## src/rtl/fft_pkg.sv

```systemverilog
// Shared types and helpers for the FFT result-stream frame collector.
package fft_pkg;

    localparam int DEF_N = 32;
    localparam int DEF_W = 16;

    typedef struct packed {
        logic signed [DEF_W-1:0] r;
        logic signed [DEF_W-1:0] i;
    } cplx_t;

    typedef enum logic [1:0] {
        IDLE,
        CAPTURE,
        DRAIN
    } state_t;

    // Reverses the low nbits of idx; supports frames up to 1024 points.
    function automatic logic [9:0] bitrev(input logic [9:0] idx, input int nbits);
        logic [9:0] r;
        r = '0;
        for (int b = 0; b < 10; b++) begin
            if (b < nbits) begin
                r[b] = idx[nbits-1-b];
            end
        end
        return r;
    endfunction

endpackage

```

## src/rtl/fft_frame_buf.sv

```systemverilog
// N-entry complex sample store: one synchronous write port, one asynchronous read port.
module fft_frame_buf #(
    parameter int N  = 32,
    parameter int W  = 16,
    parameter int AW = $clog2(N)
) (
    input  logic            clk,
    input  logic            wr_en_i,
    input  logic [AW-1:0]   wr_addr_i,
    input  logic [2*W-1:0]  wr_data_i,
    input  logic [AW-1:0]   rd_addr_i,
    output logic [2*W-1:0]  rd_data_o
);

    logic [2*W-1:0] mem_q [N];

    // Contents are don't-care after reset, so the array carries no reset.
    always_ff @(posedge clk) begin
        if (wr_en_i) begin
            mem_q[wr_addr_i] <= wr_data_i;
        end
    end

    assign rd_data_o = mem_q[rd_addr_i];

endmodule

```

## src/rtl/fft_frame_collector.sv

```systemverilog
// Captures one N-sample FFT result frame after each res_ready rise and drains it
// in natural bin order over a valid/ready handshake.
module fft_frame_collector
    import fft_pkg::*;
#(
    parameter int N      = DEF_N,
    parameter int W      = DEF_W,
    parameter bit BITREV = 1'b1
) (
    input  logic                     clk,
    input  logic                     reset_n,
    input  logic                     res_ready,
    input  logic signed [W-1:0]      fft_r,
    input  logic signed [W-1:0]      fft_i,
    output logic                     out_valid,
    input  logic                     out_ready,
    output logic signed [W-1:0]      out_r,
    output logic signed [W-1:0]      out_i,
    output logic [$clog2(N)-1:0]     out_idx,
    output logic                     frame_done,
    output logic                     overrun,
    input  logic                     overrun_clr
);

    localparam int             AW   = $clog2(N);
    localparam logic [AW-1:0]  LAST = AW'(N - 1);

    state_t          state_q, state_d;
    logic [AW-1:0]   cap_cnt_q, cap_cnt_d;
    logic [AW-1:0]   rd_idx_q, rd_idx_d;
    logic            res_ready_q;
    logic            overrun_q, overrun_d;

    logic            rise;
    logic            hs;
    logic            wr_en;
    logic [AW-1:0]   wr_addr;
    logic [2*W-1:0]  rd_data;

    assign rise    = res_ready & ~res_ready_q;
    assign hs      = (state_q == DRAIN) & out_ready;
    assign wr_addr = BITREV ? AW'(bitrev(10'(cap_cnt_q), AW)) : cap_cnt_q;

    always_ff @(posedge clk or negedge reset_n) begin
        if (!reset_n) begin
            state_q     <= IDLE;
            cap_cnt_q   <= '0;
            rd_idx_q    <= '0;
            res_ready_q <= 1'b0;
            overrun_q   <= 1'b0;
        end else begin
            state_q     <= state_d;
            cap_cnt_q   <= cap_cnt_d;
            rd_idx_q    <= rd_idx_d;
            res_ready_q <= res_ready;
            overrun_q   <= overrun_d;
        end
    end

    always_comb begin
        state_d    = state_q;
        cap_cnt_d  = cap_cnt_q;
        rd_idx_d   = rd_idx_q;
        overrun_d  = overrun_q;
        wr_en      = 1'b0;
        frame_done = 1'b0;

        case (state_q)
            IDLE: begin
                if (rise) begin
                    state_d   = CAPTURE;
                    cap_cnt_d = '0;
                end
            end
            CAPTURE: begin
                wr_en     = 1'b1;
                cap_cnt_d = cap_cnt_q + 1'b1;
                if (cap_cnt_q == LAST) begin
                    state_d   = DRAIN;
                    cap_cnt_d = '0;
                    rd_idx_d  = '0;
                end
            end
            DRAIN: begin
                if (hs) begin
                    rd_idx_d = rd_idx_q + 1'b1;
                    if (rd_idx_q == LAST) begin
                        frame_done = 1'b1;
                        state_d    = IDLE;
                        rd_idx_d   = '0;
                    end
                end
            end
            default: state_d = IDLE;
        endcase

        // A busy rise outranks a same-cycle clear so no overrun is ever lost.
        if (overrun_clr) begin
            overrun_d = 1'b0;
        end
        if (rise && (state_q != IDLE)) begin
            overrun_d = 1'b1;
        end
    end

    fft_frame_buf #(
        .N  (N),
        .W  (W),
        .AW (AW)
    ) u_buf (
        .clk       (clk),
        .wr_en_i   (wr_en),
        .wr_addr_i (wr_addr),
        .wr_data_i ({fft_r, fft_i}),
        .rd_addr_i (rd_idx_q),
        .rd_data_o (rd_data)
    );

    assign out_valid = (state_q == DRAIN);
    assign out_idx   = rd_idx_q;
    assign out_r     = rd_data[2*W-1:W];
    assign out_i     = rd_data[W-1:0];
    assign overrun   = overrun_q;

endmodule

```

## config.mk

```make
export PLATFORM = sky130hd
export DESIGN_NAME = fft_frame_collector
export DESIGN_NICKNAME = d
export VERILOG_FILES = /design/src/rtl/fft_pkg.sv /design/src/rtl/fft_frame_buf.sv /design/src/rtl/fft_frame_collector.sv
export SDC_FILE = /design/constraint.sdc
export NUM_CORES = 1
export LEC_CHECK = 0
export ABC_AREA = 1
export BUFFER_PORTS_ARGS = -buffer_cell sky130_fd_sc_hd__clkbuf_2
export CORE_UTILIZATION = 42
export DETAILED_ROUTE_END_ITERATION = 16
export MAX_ROUTING_LAYER = met4
export PLACE_DENSITY = 0.6
export SLEW_MARGIN = 10
export SYNTH_ARGS = -nofsm -noshare
export SYNTH_HDL_FRONTEND = slang
export SYNTH_HIERARCHICAL = 1
export SYNTH_SLANG_ARGS = --single-unit
```

## constraint.sdc

```tcl
create_clock -name clk -period 2.8 [get_ports clk]
set_input_delay 0.14 -clock clk [delete_from_list [all_inputs] [get_ports clk]]
set_output_delay 0.14 -clock clk [all_outputs]
set_load 0.005 [all_outputs]
```

==> results of run 1 <==
cell families (layout without fill, tap and decap cells):
family,after synthesis,count (layout),share of synthesized area
adders and majority gates,4,4,0.00118
buffers and inverters,240,434,0.0384
and+or+nand+nor,2298,2298,0.227
AOI/OAI and AO/OA,9,9,0.00132
DFF,1038,1038,0.732
other,0,2,0
layout by cell type, fill, tap and decap left out, types with 2 or more instances in the layout:
cell type and n:
diode_2 2, nor2_4 34, buf_16 16, clkinv_1 24, clkinv_8 2, edfxtp_1 1024, dfrtp_4 4, bufinv_16 19
inv_1 15, clkinv_2 17, ha_1 4, o21ai_0 4, inv_2 3, clkbuf_2 76, clkinvlp_4 2, inv_6 4
clkinv_16 2, bufbuf_16 2, nand3_1 793, buf_4 70, clkbuf_16 113, a21oi_1 2, nand2_1 1446, nor2_1 8
buf_8 2, buf_6 6, nand2_2 10, buf_12 38, nand2_4 2, dlygate4sd3_1 5, dfrtp_1 9, clkbuf_1 17
nand3_2 3
sequential cells by signal, indices dropped and copies added (netlist names):
signal,cells
overrun,1
res_ready_q,1
cap_cnt_q,5
out_idx,5
u_buf/mem_q,1024
state_q,2
critical path: cells and delay by family (launching register included):
family,cells,cell delay (ns)
buf+inv,5,0.75
simple gates,8,0.65
flops,1,0.50
area by class of cell:
cell class                      instances  area [sq um]
Multi-Input combinational cell       2311         10000
Clock inverter                         64           790
Clock buffer                          123          2720
Timing Repair Buffer                  222          2490
Timing Repair inverter                  3          45.0
Fill cell                            8663         51200
Inverter                               22           141
Tap cell                             1298          1620
Antenna cell                            2          5.00
Sequential cell                      1038         31100
worst max path at each step:
stage / startpoint / to / slack, ns
6_report: out_idx[0]$_DFFE_PN0P_ / out_i[0] / 0.07
5_1_grt: out_idx[0]$_DFFE_PN0P_ / out_i[0] / -0.04
4_1_cts: out_idx[0]$_DFFE_PN0P_ / out_i[0] / -0.06
3_5_place_dp: out_idx[1]$_DFFE_PN0P_ / out_r[14] / 0.51
3_3_place_gp: out_idx[1]$_DFFE_PN0P_ / out_r[14] / 0.52
2_1_floorplan: state_q[0]$_DFFE_PN0P_ / u_buf/mem_q[31][0]$_DFFE_PP_ / 0.07
metrics by stage:
stage / TNS (ns) / instance area, sq um / hold slack (ns)
final: 0 / 49000 / 0.0872
after global routing: -0.147 / 49000 / 0.128
after CTS: -0.288 / 48700 / 0.0659
after detailed placement: 0 / 44700 / 0.0865
after global placement: 0 / 44700 / 0.0857
after floorplan: 0 / 42500 / -0.156
power breakdown:
group	internal, uW	switching [uW]
clock network	8620	5720
logic	1100	3180
registers	18700	375
metal layers:
layer  vias up  global-route usage
met5         -                   -
met1     13800               0.329
met4         0              0.0691
met3       168              0.0311
met2      1097               0.376
li1      12800                   -
timing repair:
item	CTS	global route
hold buffers	5	0
setup endpoints to repair	32	32
cloned	7	8
setup buffers	13	0
endpoints found under the hold margin	25	0
pin swaps	1	0
resized for setup	15	34
==> results.rst, run 1 <==
.. list-table::
   :header-rows: 1

   * - Metric
     - Value
   * - Run status
     - complete, no violations
   * - P per Cell Area
     - ~770 nW/um^2
   * - Most instantiated flip-flop cell in the synthesis netlist
     - edfxtp_1
   * - Register-to-Register Path Depth
     - 3
   * - Critical path launch point type
     - flip-flop
   * - Total length of routed met3 wires
     - approximately 9400 microns
   * - Async set-reset flop share out of synthesis
     - 0.0135
   * - Worst setup skew after layout
     - 0.0234 ns
   * - H-tree lvl count
     - 3
   * - Total clock buffers created by CTS
     - 102
   * - Least setup slack across all paths after layout
     - ~0.074 ns
   * - GP Congestion
     - roughly 0.81
   * - Number of remaining DRC errors
     - 0
   * - Cell types occupying the most area after synthesis
     - edfxtp_1 (72%), nand2_1 (13%), nand3_1 (9.3%)
   * - CTS tree
     - done
   * - Vias in the first global route
     - around 26k
   * - CP Data Required Time
     - between 2 and 3 ns
   * - Warnings, synthesis
     - 6
   * - Antenna violations before repair
     - 3
   * - Most common cell in the synthesized netlist
     - nand2_1
   * - Critical path class
     - reg2out
   * - CTS sink cnt
     - 1038
   * - Worst setup slack for register-to-register paths
     - roughly 0.53 ns
   * - Placed cell count
     - 4861
   * - Part of the Yosys area used for sequential elements
     - 0.732
   * - Final core utilization
     - 0.489
   * - Synth-to-layout area growth
     - 15.2%
   * - Area of the die
     - around 100000 sq um
   * - Final net count
     - 3741
   * - Detailed-router iteration count before antenna repair
     - 5
   * - RSZ-0062 raised after global routing
     - yes
   * - Antenna viol nets, final
     - 0
   * - First-pass GRT wire length
     - roughly 180000 microns
   * - Critical path, cell by cell
     - buf_12 -> clkinv_16 -> buf_16 -> buf_12 -> nand2_1 -> nand3_1 -> nand3_1 -> nand2_1 -> nand2_1 -> nand2_1 -> nand2_1 -> nand2_2 -> clkbuf_2
   * - Worst skew pair latency
     - about 0.67 ns
   * - Congestion Overflow GR
     - 0
   * - Initial DRC count
     - 2960
   * - DPL Wire Length
     - approximately 61000 microns
   * - Worst min path class
     - in2reg
   * - Most Frequent Cell on Critical Path
     - nand2_1
   * - Tightest Pin Transition
     - ~0.73 ns
   * - Number of max-slew violations in the final report
     - 0
   * - Drt total wl
     - roughly 120000 microns
   * - Master cell of the clock root buffer
     - clkbuf_16
   * - Worst setup timing slack at the placement stage
     - around 0.5 ns
   * - Input/output buffers
     - 76
   * - Number of cells in the finished layout apart from fillers
     - 5083
   * - Placement Rows
     - ~120
   * - I/O pin count
     - slightly below 80
   * - Minimum clock period after layout
     - about 2.7 ns
   * - Power consumption
     - around 38000 uW
   * - Share of layout cells above drive strength 1
     - 0.113
   * - Critical Path AT
     - 2.59 ns
   * - Kind of end point of the critical path
     - output port
   * - Final number of hold-violating endpoints
     - 0
   * - WL met2
     - between 50000 and 60000 microns
   * - Final setup violation count
     - 0
   * - Combined global-route utilization of all metal layers
     - 0.240
   * - Count of max-cap constraint violations
     - 0
   * - Count of state elements after synthesis
     - just over 1k
   * - Highest layer used for signal routing
     - met4
   * - Clk slew on worst S/H paths
     - 0.06 ns
   * - Synthesized Nets
     - ~3.6k
   * - Mapped Cells
     - approximately 3.6k
   * - Worst supply voltage drop on vdd
     - around 0.46 mV
   * - LEAKAGE
     - approximately 0.018 uW
   * - Die W
     - 320 microns
   * - Crit path max-delay cell type
     - dfrtp_4
   * - Netlist Area Pre-Place
     - between 40000 and 50000 sq um
   * - Number of flops mapped to enable cells by yosys
     - about 1.0k
   * - Routed wirelength normalized by instance count
     - between 20 and 25 microns
   * - Peak Freq
     - 367 MHz
   * - Drt via density
     - between 5 and 6
   * - Start point of the worst min-delay path
     - fft_r[14]
   * - Slew HR
     - 0.510
   * - Met1 WL
     - approximately 52000 microns
   * - Clock Path Buffers
     - 3
   * - Capture point of the worst reg-to-reg path
     - u_buf/mem_q[20][22]$_DFFE_PP_
   * - Highest net fanout along the worst path
     - 19
   * - Largest net degree at the start of global routing
     - between 80 and 90
   * - Count of distinct cell types in the synthesized netlist
     - 26
   * - Final cycle utilization of the critical path
     - 0.974
   * - Endpoint, Worst Hold
     - u_buf/mem_q[3][30]$_DFFE_PP_
   * - Die height
     - roughly 320 microns
   * - Min-Delay Path Depth
     - 1
   * - Crit path largest cell delay
     - approximately 0.5 ns
   * - Initial core utilization
     - 0.424
   * - Per-instance average area after synthesis
     - approximately 12 sq um
   * - Top-area cell type share of the netlist area
     - 0.723
   * - Area of the core region
     - about 100000 sq um
   * - Most common library cells after synthesis
     - nand2_1 (1455), edfxtp_1 (1024), nand3_1 (794)
   * - Biggest area consumer among synthesized cells
     - edfxtp_1
   * - Routed vias
     - ~28k
   * - Reg-to-reg critical path startpoint
     - cap_cnt_q[0]$_DFFE_PN0P_
Power figures use the tool's default switching activity.
==> run 2, diff against run 1 <==
Settings changed: CAP_MARGIN set to 10, CORE_UTILIZATION 42 to 56, PLACE_DENSITY 0.6 to not set, PLACE_DENSITY_LB_ADDON set to 0.12.
==> results.rst, run 2 (synthesis gave the netlist of run 1 again) <==
.. list-table::
   :header-rows: 1

   * - Metric
     - Value
   * - Combinational power share
     - 0.111 (-0.002)
   * - RSZ-0062 raised after global routing
     - yes
   * - Number of remaining DRC errors
     - 0 (unchanged)
   * - Power consumption
     - 37000 uW (-1.7%)
   * - DPL Wire Length
     - 58200 microns (-4.7%)
   * - Minimum clock period after layout
     - 2.77 ns (+0.0436 ns)
   * - Critical path, cell by cell
     - buf_12 -> buf_12 -> buf_16 -> nand2_1 -> nand3_1 -> nand3_1 -> nand2_1 -> nand2_1 -> nand2_1 -> nand2_1 -> nand2_1 -> clkbuf_2
   * - Tightest Pin Transition
     - 0.812 ns (+0.0788 ns)
   * - Internal power consumption
     - 27900 uW (-1.7%)
   * - Number of max-slew violations in the final report
     - 0 (unchanged)
   * - Final number of hold-violating endpoints
     - 0 (unchanged)
   * - Crit path largest cell delay
     - 0.55 ns (+0.05 ns)
   * - Highest net fanout along the worst path
     - 32 (+13)
   * - Commonest cells after routing, fill and taps aside
     - nand2_1 (1438), edfxtp_1 (1024), nand3_1 (793)
   * - Congestion Overflow GR
     - 0 (unchanged)
   * - Master cell of the clock root buffer
     - clkbuf_16
   * - Worst setup skew after layout
     - 0.0250 ns (+0.00162 ns)
   * - Most Frequent Cell on Critical Path
     - nand2_1
   * - Critical path launch point type
     - flip-flop
   * - Combined global-route utilization of all metal layers
     - 0.306 (+0.0657)
   * - Count of max-cap constraint violations
     - 0 (unchanged)
   * - Antenna viol nets, final
     - 0 (unchanged)
   * - Critical Path AT
     - 2.63 ns (+0.04 ns)
   * - Input/output buffers
     - 76 (unchanged)
   * - Die W
     - 278 microns (-13%)
   * - Critical path class
     - reg2out
   * - Slew HR
     - 0.459 (-0.0509)
   * - Clock Path Buffers
     - 3 (unchanged)
   * - Net switching power
     - 9120 uW (-1.6%)
   * - Vias in the first global route
     - 26.7k (+3.5%)
   * - Detailed-router iteration count before antenna repair
     - 5 (unchanged)
   * - Top reg by flops
     - u_buf/mem_q
   * - First-pass GRT wire length
     - 169000 microns (-3.5%)
   * - P per Cell Area
     - 768 nW/um^2 (-0.19%)
   * - Placement Rows
     - 100 (-14%)
   * - Area of the core region
     - 74800 sq um (-25%)
   * - Filler cell count in the final layout
     - 5624 (-35%)
   * - I/O pin count
     - 77 (unchanged)
   * - Number of flip-flops under the largest register name
     - 1024 (unchanged)
   * - GP Congestion
     - 0.819 (+1.7%)
   * - Initial core utilization
     - 0.568 (+0.144)
   * - Area of the die
     - 77000 sq um (-25%)
   * - LEAKAGE
     - 0.0177 uW (-1.1%)
   * - Sum of negative setup slack
     - 0 ns (unchanged)
   * - Synth-to-layout area growth
     - 13.5%
   * - Routed wirelength normalized by instance count
     - 24.7 microns (+3.2%)
   * - Min-Delay Path Depth
     - 1 (unchanged)
   * - Final cycle utilization of the critical path
     - 0.989 (+0.0156)
   * - Peak Freq
     - 361 MHz (-1.6%)
   * - Routed vias
     - 28.6k (+2.8%)
   * - Share of layout cells above drive strength 1
     - 0.112 (-0.00120)
   * - Kind of end point of the critical path
     - output port
   * - Final setup violation count
     - 0 (unchanged)
   * - Sequential fraction of design power
     - 0.515 (+0.009)
   * - Clk slew on worst S/H paths
     - 0.06 ns (about the same)
   * - Crit path max-delay cell type
     - dfrtp_4
   * - Sw frac
     - 0.246 (+0.000258)
   * - Worst setup slack for register-to-register paths
     - 0.61 ns (+0.08 ns)
   * - CP Data Required Time
     - 2.66 ns (about the same)
   * - Relative contribution of the clock network to total power
     - 0.374 (-0.007)
   * - Total clock buffers created by CTS
     - 103 (+0.98%)
   * - CTS sink cnt
     - 1038 (unchanged)
   * - Largest net degree at the start of global routing
     - 98 (+15%)
   * - Run status
     - complete, no violations
   * - Drt total wl
     - 117000 microns (-3.8%)
   * - Antenna violations before repair
     - 1 (-2)
   * - Worst supply voltage drop on vdd
     - 0.694 mV (+50%)
   * - Initial DRC count
     - 3165 (+6.9%)
   * - Register-to-Register Path Depth
     - 6 (+3)
   * - Final net count
     - 3729 (-0.32%)
   * - Worst skew pair latency
     - 0.66 ns (about the same)
   * - Worst min path class
     - in2reg
   * - Drt via density
     - 6.03 (+10%)
   * - H-tree lvl count
     - 3 (unchanged)
   * - CTS tree
     - done
   * - Die height
     - 278 microns (-13%)
   * - Commonest non-fill, non-tap cell in the layout
     - nand2_1
-- run 2: changes by cell type in the layout (fill, tap and decap cells not counted), sizes merged, moves of 2 or more --
cell / delta
clkinv: +4
inv: +2
bufinv: -5
buf: -10
clkinvlp: +3
bufbuf: -2
clkbuf: -5
-- run 2: per-layer routing --
metal  track usage  wire (microns)
met5             -               0
met4        0.0966            3390
met3        0.0348            9910
met2         0.492           57100
met1         0.412           46600
-- run 2: worst max-delay path, delay by kind of cell (launching register included) --
family / cells / cell delay, ns
simple gates: 8 / 0.72
buf+inv: 4 / 0.70
flops: 1 / 0.55
-- run 2: power by group through the flow --
stage                     clock, uW  combinational [uW]  sequential [uW]
after global placement            0                3930            19300
after detailed placement          0                4010            19400
after global routing          14600                4400            19200
after floorplan                   0                1940            19300
after CTS                     14000                4050            19100
final                         13900                4120            19100
-- run 2: cell type report --
type                       instances  area, sq um  share of cell area
sequential                      1038        31100               0.645
multi-input combinational       2311        10100               0.209
clock buffer                     118         2700              0.0559
timing repair buffer             210         2290              0.0474
tap                              969         1210              0.0251
clock inverter                    69          694              0.0144
inverter                          22          133             0.00275
timing repair inverter             2         20.0            0.000415
antenna                            1         2.50           0.0000519
-- run 2: path summary, 6_finish.rpt --
| path | start | to |
|---|---|---|
| max in group asynchronous | reset_n | out_idx[2]$_DFFE_PN0P_ |
| max | out_idx[0]$_DFFE_PN0P_ | out_i[6] |
| min in group asynchronous | reset_n | out_idx[4]$_DFFE_PN0P_ |
| min reg2reg | res_ready_q$_DFF_PN0_ | overrun$_DFFE_PN0P_ |
| min | fft_i[12] | u_buf/mem_q[31][12]$_DFFE_PP_ |
| max reg2reg | state_q[0]$_DFFE_PN0P_ | u_buf/mem_q[18][17]$_DFFE_PP_ |
-- run 2: repair_timing --
action                                  in CTS  in global routing
endpoints found under the setup margin      32                 33
gates cloned                                 5                 10
setup buffers                                3                  5
hold endpoints to repair                    20                  0
pin swaps                                    0                 14
hold buffers                                 5                  0
gates resized for setup                     19                 38
-- run 2: stage by stage --
stage | cell area [sq um] | hold WS (ns) | worst slack [ns] | instances | util
3_5_place_dp | 44100 | 0.0948 | 0.506 | 4524 | 0.590
3_3_place_gp | 44100 | 0.0861 | 0.509 | 4524 | 0.590
2_1_floorplan | 42500 | -0.156 | 0.0732 | 3589 | -
6_report | 48200 | 0.102 | 0.0301 | 4740 | 0.645
4_1_cts | 47800 | 0.0750 | -0.0443 | 4724 | 0.639
5_1_grt | 48200 | 0.145 | -0.0505 | 4740 | 0.645
